===== src/rtl/aes_req_arbiter.sv =====
// Round-robin arbiter and transaction sequencer in front of the shared AES core.
// It grants one requester at a time, latches its command and forwards its byte stream until ack or timeout.
module aes_req_arbiter #(
  parameter int NREQ    = 4,
  parameter int TIMEOUT = 1024
) (
  input  logic                 clk,
  input  logic                 rst,
  input  logic [NREQ-1:0]      req,
  input  logic [2*NREQ-1:0]    req_opcode,
  input  logic [2*NREQ-1:0]    req_dest_id,
  input  logic [NREQ-1:0]      req_encdec,
  input  logic [24*NREQ-1:0]   req_addr,
  input  logic [8*NREQ-1:0]    req_data,
  input  logic [NREQ-1:0]      req_valid,
  output logic [NREQ-1:0]      req_ready,
  output logic [NREQ-1:0]      gnt,
  output logic [NREQ-1:0]      done,
  output logic                 timeout_err,
  output logic                 busy,
  output logic [1:0]           aes_opcode,
  output logic [1:0]           aes_dest_id,
  output logic [1:0]           aes_source_id,
  output logic                 aes_encdec,
  output logic [23:0]          aes_addr,
  output logic [7:0]           aes_data_in,
  output logic                 aes_valid_in,
  input  logic                 aes_ready_in,
  input  logic                 aes_ack_valid,
  output logic                 aes_ack_ready
);

  localparam int CW = $clog2(TIMEOUT);

  localparam logic [1:0] S_IDLE   = 2'd0;
  localparam logic [1:0] S_LOAD   = 2'd1;
  localparam logic [1:0] S_ACTIVE = 2'd2;
  localparam logic [1:0] S_DONE   = 2'd3;

  logic [1:0]      state_reg;
  logic [1:0]      g_reg;
  logic [1:0]      last_reg;
  logic [1:0]      opcode_reg;
  logic [1:0]      dest_id_reg;
  logic            encdec_reg;
  logic [23:0]     addr_reg;
  logic [CW-1:0]   stall_reg;
  logic [NREQ-1:0] gnt_reg;
  logic [NREQ-1:0] done_reg;
  logic            terr_reg;

  // Per-requester views padded to four entries so a 2-bit index never runs off the end.
  logic            req_arr    [4];
  logic [1:0]      opcode_arr [4];
  logic [1:0]      dest_arr   [4];
  logic            encdec_arr [4];
  logic [23:0]     addr_arr   [4];
  logic [7:0]      data_arr   [4];
  logic            valid_arr  [4];

  generate
    for (genvar gi = 0; gi < 4; gi++) begin : g_unpack
      if (gi < NREQ) begin : g_real
        assign req_arr[gi]    = req[gi];
        assign opcode_arr[gi] = req_opcode[2*gi +: 2];
        assign dest_arr[gi]   = req_dest_id[2*gi +: 2];
        assign encdec_arr[gi] = req_encdec[gi];
        assign addr_arr[gi]   = req_addr[24*gi +: 24];
        assign data_arr[gi]   = req_data[8*gi +: 8];
        assign valid_arr[gi]  = req_valid[gi];
      end else begin : g_absent
        assign req_arr[gi]    = 1'b0;
        assign opcode_arr[gi] = 2'd0;
        assign dest_arr[gi]   = 2'd0;
        assign encdec_arr[gi] = 1'b0;
        assign addr_arr[gi]   = 24'd0;
        assign data_arr[gi]   = 8'd0;
        assign valid_arr[gi]  = 1'b0;
      end
    end
  endgenerate

  logic       active;
  logic       handshake;
  logic       sel_found;
  logic [1:0] sel_idx;
  logic [1:0] cand_idx;
  logic [NREQ-1:0] sel_onehot;
  logic [NREQ-1:0] g_onehot;

  assign active    = (state_reg == S_ACTIVE);
  assign handshake = aes_valid_in & aes_ready_in;

  // Scan downward over the offsets so the last hit is the one closest to last+1.
  always_comb begin
    sel_found = 1'b0;
    sel_idx   = 2'd0;
    cand_idx  = 2'd0;
    for (int k = NREQ; k >= 1; k--) begin
      cand_idx = 2'((int'(last_reg) + k) % NREQ);
      if (req_arr[cand_idx]) begin
        sel_found = 1'b1;
        sel_idx   = cand_idx;
      end
    end
  end

  generate
    for (genvar gi = 0; gi < NREQ; gi++) begin : g_onehot_bits
      assign sel_onehot[gi] = (sel_idx == 2'(gi));
      assign g_onehot[gi]   = (g_reg == 2'(gi));
      assign req_ready[gi]  = active & g_onehot[gi] & aes_ready_in;
    end
  endgenerate

  always_ff @(posedge clk) begin
    if (rst) begin
      state_reg   <= S_IDLE;
      g_reg       <= 2'd0;
      last_reg    <= 2'(NREQ-1);
      opcode_reg  <= 2'd0;
      dest_id_reg <= 2'd0;
      encdec_reg  <= 1'b0;
      addr_reg    <= 24'd0;
      stall_reg   <= '0;
      gnt_reg     <= '0;
      done_reg    <= '0;
      terr_reg    <= 1'b0;
    end else begin
      done_reg <= '0;
      terr_reg <= 1'b0;
      case (state_reg)
        S_IDLE: begin
          if (sel_found) begin
            g_reg       <= sel_idx;
            opcode_reg  <= opcode_arr[sel_idx];
            dest_id_reg <= dest_arr[sel_idx];
            encdec_reg  <= encdec_arr[sel_idx];
            addr_reg    <= addr_arr[sel_idx];
            gnt_reg     <= sel_onehot;
            state_reg   <= S_LOAD;
          end
        end
        S_LOAD: begin
          stall_reg <= '0;
          state_reg <= S_ACTIVE;
        end
        S_ACTIVE: begin
          // Ack beats timeout; a byte moving in the last stall cycle counts as progress.
          if (aes_ack_valid) begin
            gnt_reg   <= '0;
            done_reg  <= g_onehot;
            state_reg <= S_DONE;
          end else if (handshake) begin
            stall_reg <= '0;
          end else if (stall_reg == CW'(TIMEOUT-1)) begin
            gnt_reg   <= '0;
            done_reg  <= g_onehot;
            terr_reg  <= 1'b1;
            state_reg <= S_DONE;
          end else begin
            stall_reg <= stall_reg + 1'b1;
          end
        end
        S_DONE: begin
          last_reg  <= g_reg;
          state_reg <= S_IDLE;
        end
        default: state_reg <= S_IDLE;
      endcase
    end
  end

  assign gnt           = gnt_reg;
  assign done          = done_reg;
  assign timeout_err   = terr_reg;
  assign busy          = (state_reg != S_IDLE);
  assign aes_opcode    = opcode_reg;
  assign aes_dest_id   = dest_id_reg;
  assign aes_source_id = g_reg;
  assign aes_encdec    = encdec_reg;
  assign aes_addr      = addr_reg;
  assign aes_data_in   = active ? data_arr[g_reg] : 8'd0;
  assign aes_valid_in  = active & valid_arr[g_reg];
  assign aes_ack_ready = active;

endmodule


===== config.mk =====
export PLATFORM = sky130hd
export DESIGN_NAME = aes_req_arbiter
export DESIGN_NICKNAME = d
export VERILOG_FILES = /design/src/rtl/aes_req_arbiter.sv
export SDC_FILE = /design/constraint.sdc
export NUM_CORES = 1
export LEC_CHECK = 0
export CORE_MARGIN = 2
export CORE_UTILIZATION = 40
export DETAILED_ROUTE_END_ITERATION = 10
export GPL_TIMING_DRIVEN = 0
export PLACE_DENSITY = 0.86
export SLEW_MARGIN = 30
export SYNTH_ARGS = -nofsm -noshare
export SYNTH_HDL_FRONTEND = slang
export SYNTH_SLANG_ARGS = --single-unit

===== constraint.sdc =====
create_clock -name clk -period 5.3 [get_ports clk]
set_input_delay 1.325 -clock clk [delete_from_list [all_inputs] [get_ports clk]]
set_output_delay 1.325 -clock clk [all_outputs]
set_load 0.02 [all_outputs]

==> flow_summary.ini <==
[status]
status = finished clean

[place]
dp_slack_ps = 983.3
placed_area_um2 = 5764
hpwl_um = 9949
port-buffer-count = 214
place.gp.congestion = 0.8391

[detailed_routing]
avgRoutedWirePerCell_um = 17.05
first_iter_violations = 179
viasPerCell = 5.554
drt-met1-wl_um = 4903
routed-via-count = 4077
drc = 0
wl_met2_um = 6346
routed_wl_um = 12520
dr.pass1.iters = 5
top_layer = met4
wl_met3_um = 1023
postRouteAntennaNets = 0

[clock_network]
cts_setup_buffers = 0
holdBufCountCts = 0
htree_levels = 2
post_cts_resized = 0
cts_buffer_depth = 2
clk_latency_ps = 310
clkTransAtPathRegs_ps = 90
cts-root-buf = clkbuf_8
numClockSinks = 54
cts_buffers = 5
cts_tree = done

[floorplan]
core_area_um2 = 8593
rows = 34
ios = 215
die_area_um2 = 9481
die_x_um = 97.37
floorplan.initialDensity_pct = 40.58
fp.dieH_um = 97.37

[pwr]
power.switching_w = 0.0009420
clkPwrFrac_pct = 12.8
pwr-share-comb_pct = 60.4
power_density_nw_per_um2 = 381.3
sequentialPowerShare_pct = 26.9
intPower_w = 0.001299
leakage_nw = 2.263
ir_drop_mv = 0.1951
switching_share_pct = 42.03

[logic_synthesis]
synthArstFlopShare_pct = 0
synth_edf_count = 0
yosys_warnings = 0
yosys.cell_types.count = 45
yosysSeqAreaShare_pct = 31.00
synthCells = 404
avgSynthCellArea_um2 = 8.631
syn-num-nets = 568
synthFlopType = dfxtp_1
ys_ff_latch = 54
syn_area_um2 = 3487

[worst_setup_path]
cp.required_ps = 3970
worstPathArrival_ps = 3000
worstPathMaxFanout = 2
cp-end-kind = primary output
timing.setup.critical_path_class = input port to primary output
reg2reg_from = last_reg[1]
rrSetupSlack_ps = 3130
r2r_cells = 7
cp-start-kind = input port
reg2reg_to = aes_addr[21]
critPathCapture = aes_valid_in
crit_start = req_valid[3]

[finish]
nFillCells = 693
design_area_um2 = 5878
largest_reg_flops = 24
areaGrowthSynthToFinish_pct = 68.57
layout_commonest_cell = clkdlybuf4s50_1
nets = 789
seq_area_um2 = 1081
antennaDiodeCount = 0
layout_common_cells = 214 x clkdlybuf4s50_1, 88 x a211oi_1, 54 x dfxtp_1, 41 x inv_1, 36 x mux2i_1
fin_util_pct = 68.40
multi_input_area_um2 = 2077
final_layout_size_suffix_gt1_share_pct = 5.591

[grt]
track_usage_pct = 25.77
grt_pass1_wl_um = 20290
grt_start_max_net_pins = 18
antenna_found_initial = 0
grt_pass1_vias = 4204
grt_overflow = 0

[timing]
fmax_ghz = 0.2312
grt_setup_unrepaired = false
min_period_over_period_pct = 81.59
setup_viol = 0
maxSlewHeadroom_pct = 61.50
min_period_ps = 4325
worstMarginPinSlew_ps = 577.5
slew_violations = 0
finalHoldViolCount = 0
skew_ps = 12.56
fin_ws_ps = 975.5
fin_tns_setup_ps = 0

[min_path]
hp-class = flop to flop
min-delay-start = stall_reg[9]

[job]
max_cap_violations = 0
critical path, stage by stage:
cell	delay (ps)
clkdlybuf4s50_1	430
mux4_2	520
and2_1	190
clkdlybuf4s50_1	530
power by group through the flow:
stage	combinational (W)	clock [W]	sequential, W
finish	0.00135	0.000286	0.000602
global route	0.00146	0.000307	0.000616
CTS	0.00135	0.000286	0.000602
detailed placement	0.00135	0	0.000609
global placement	0.00132	0	0.000603
floorplan	0.000643	0	0.000735
how the worst min path moves through the flow:
stage               cells after the start  slack, ps           end
CTS                                     2        490  stall_reg[9]
global placement                        2        460  stall_reg[8]
detailed placement                      2        480  stall_reg[9]
global route                            2        520        gnt[0]
finish                                  2        490  stall_reg[9]
floorplan                               2        450  stall_reg[8]
metrics by stage:
stage	total power [W]	hold slack, ps	cells
floorplan	0.001377	447.3	404
global placement	0.001923	457.2	726
detailed placement	0.001955	476.6	726
CTS	0.002238	490.0	734
global route	0.002386	521.9	734
finish	0.002241	492.0	734
metal layers:
metal	track usage (%)	vias up
met3	6.115	20
met1	29.64	1888
met2	47.32	214
li1	-	1955
met4	7.372	0
met5	0	-
synth_stat cells (2+ instances only):
cell,n,area share [%]
o32ai_1,5,1.3
buf_6,2,0.65
or4_1,5,1.1
and2_1,11,2.0
mux4_2,6,3.9
a21o_1,2,0.43
mux4_1,3,2.3
nand4_1,3,0.54
a21oi_1,7,1.0
o21ai_0,33,4.7
clkbuf_1,20,2.2
and3_1,2,0.36
a211oi_1,88,19
nand2_1,11,1.2
ha_1,4,1.4
inv_1,41,4.4
mux2i_1,36,10
dfxtp_1,54,31
buf_2,11,1.6
o31ai_1,5,1.1
o21ai_1,2,0.29
nor3_1,3,0.43
o211ai_1,3,0.65
nor2_1,17,1.8
xor2_1,3,0.75
buf_4,3,0.65
nand3_1,4,0.57
nand2b_1,3,0.54
cell families (layout without fill, tap and decap cells):
family,after synthesis,count (layout),share of synthesized area (%)
flops,54,54,31.00
simple gates,67,67,10.33
xor+xnor,3,3,0.7536
buf+inv,77,299,9.437
mux,45,45,16.47
fa+ha+maj,4,4,1.435
compound gates,154,154,30.57
layout make-up:
cell class,instances,share of cell area (%)
clock buffer,5,1.171
clock inverter,3,0.7663
timing repair buffer,214,36.44
multi-input combinational,273,35.33
buffer,36,2.980
inverter,41,2.618
tap,108,2.299
sequential,54,18.39
No activity file was read; power rests on OpenSTA's default activity.
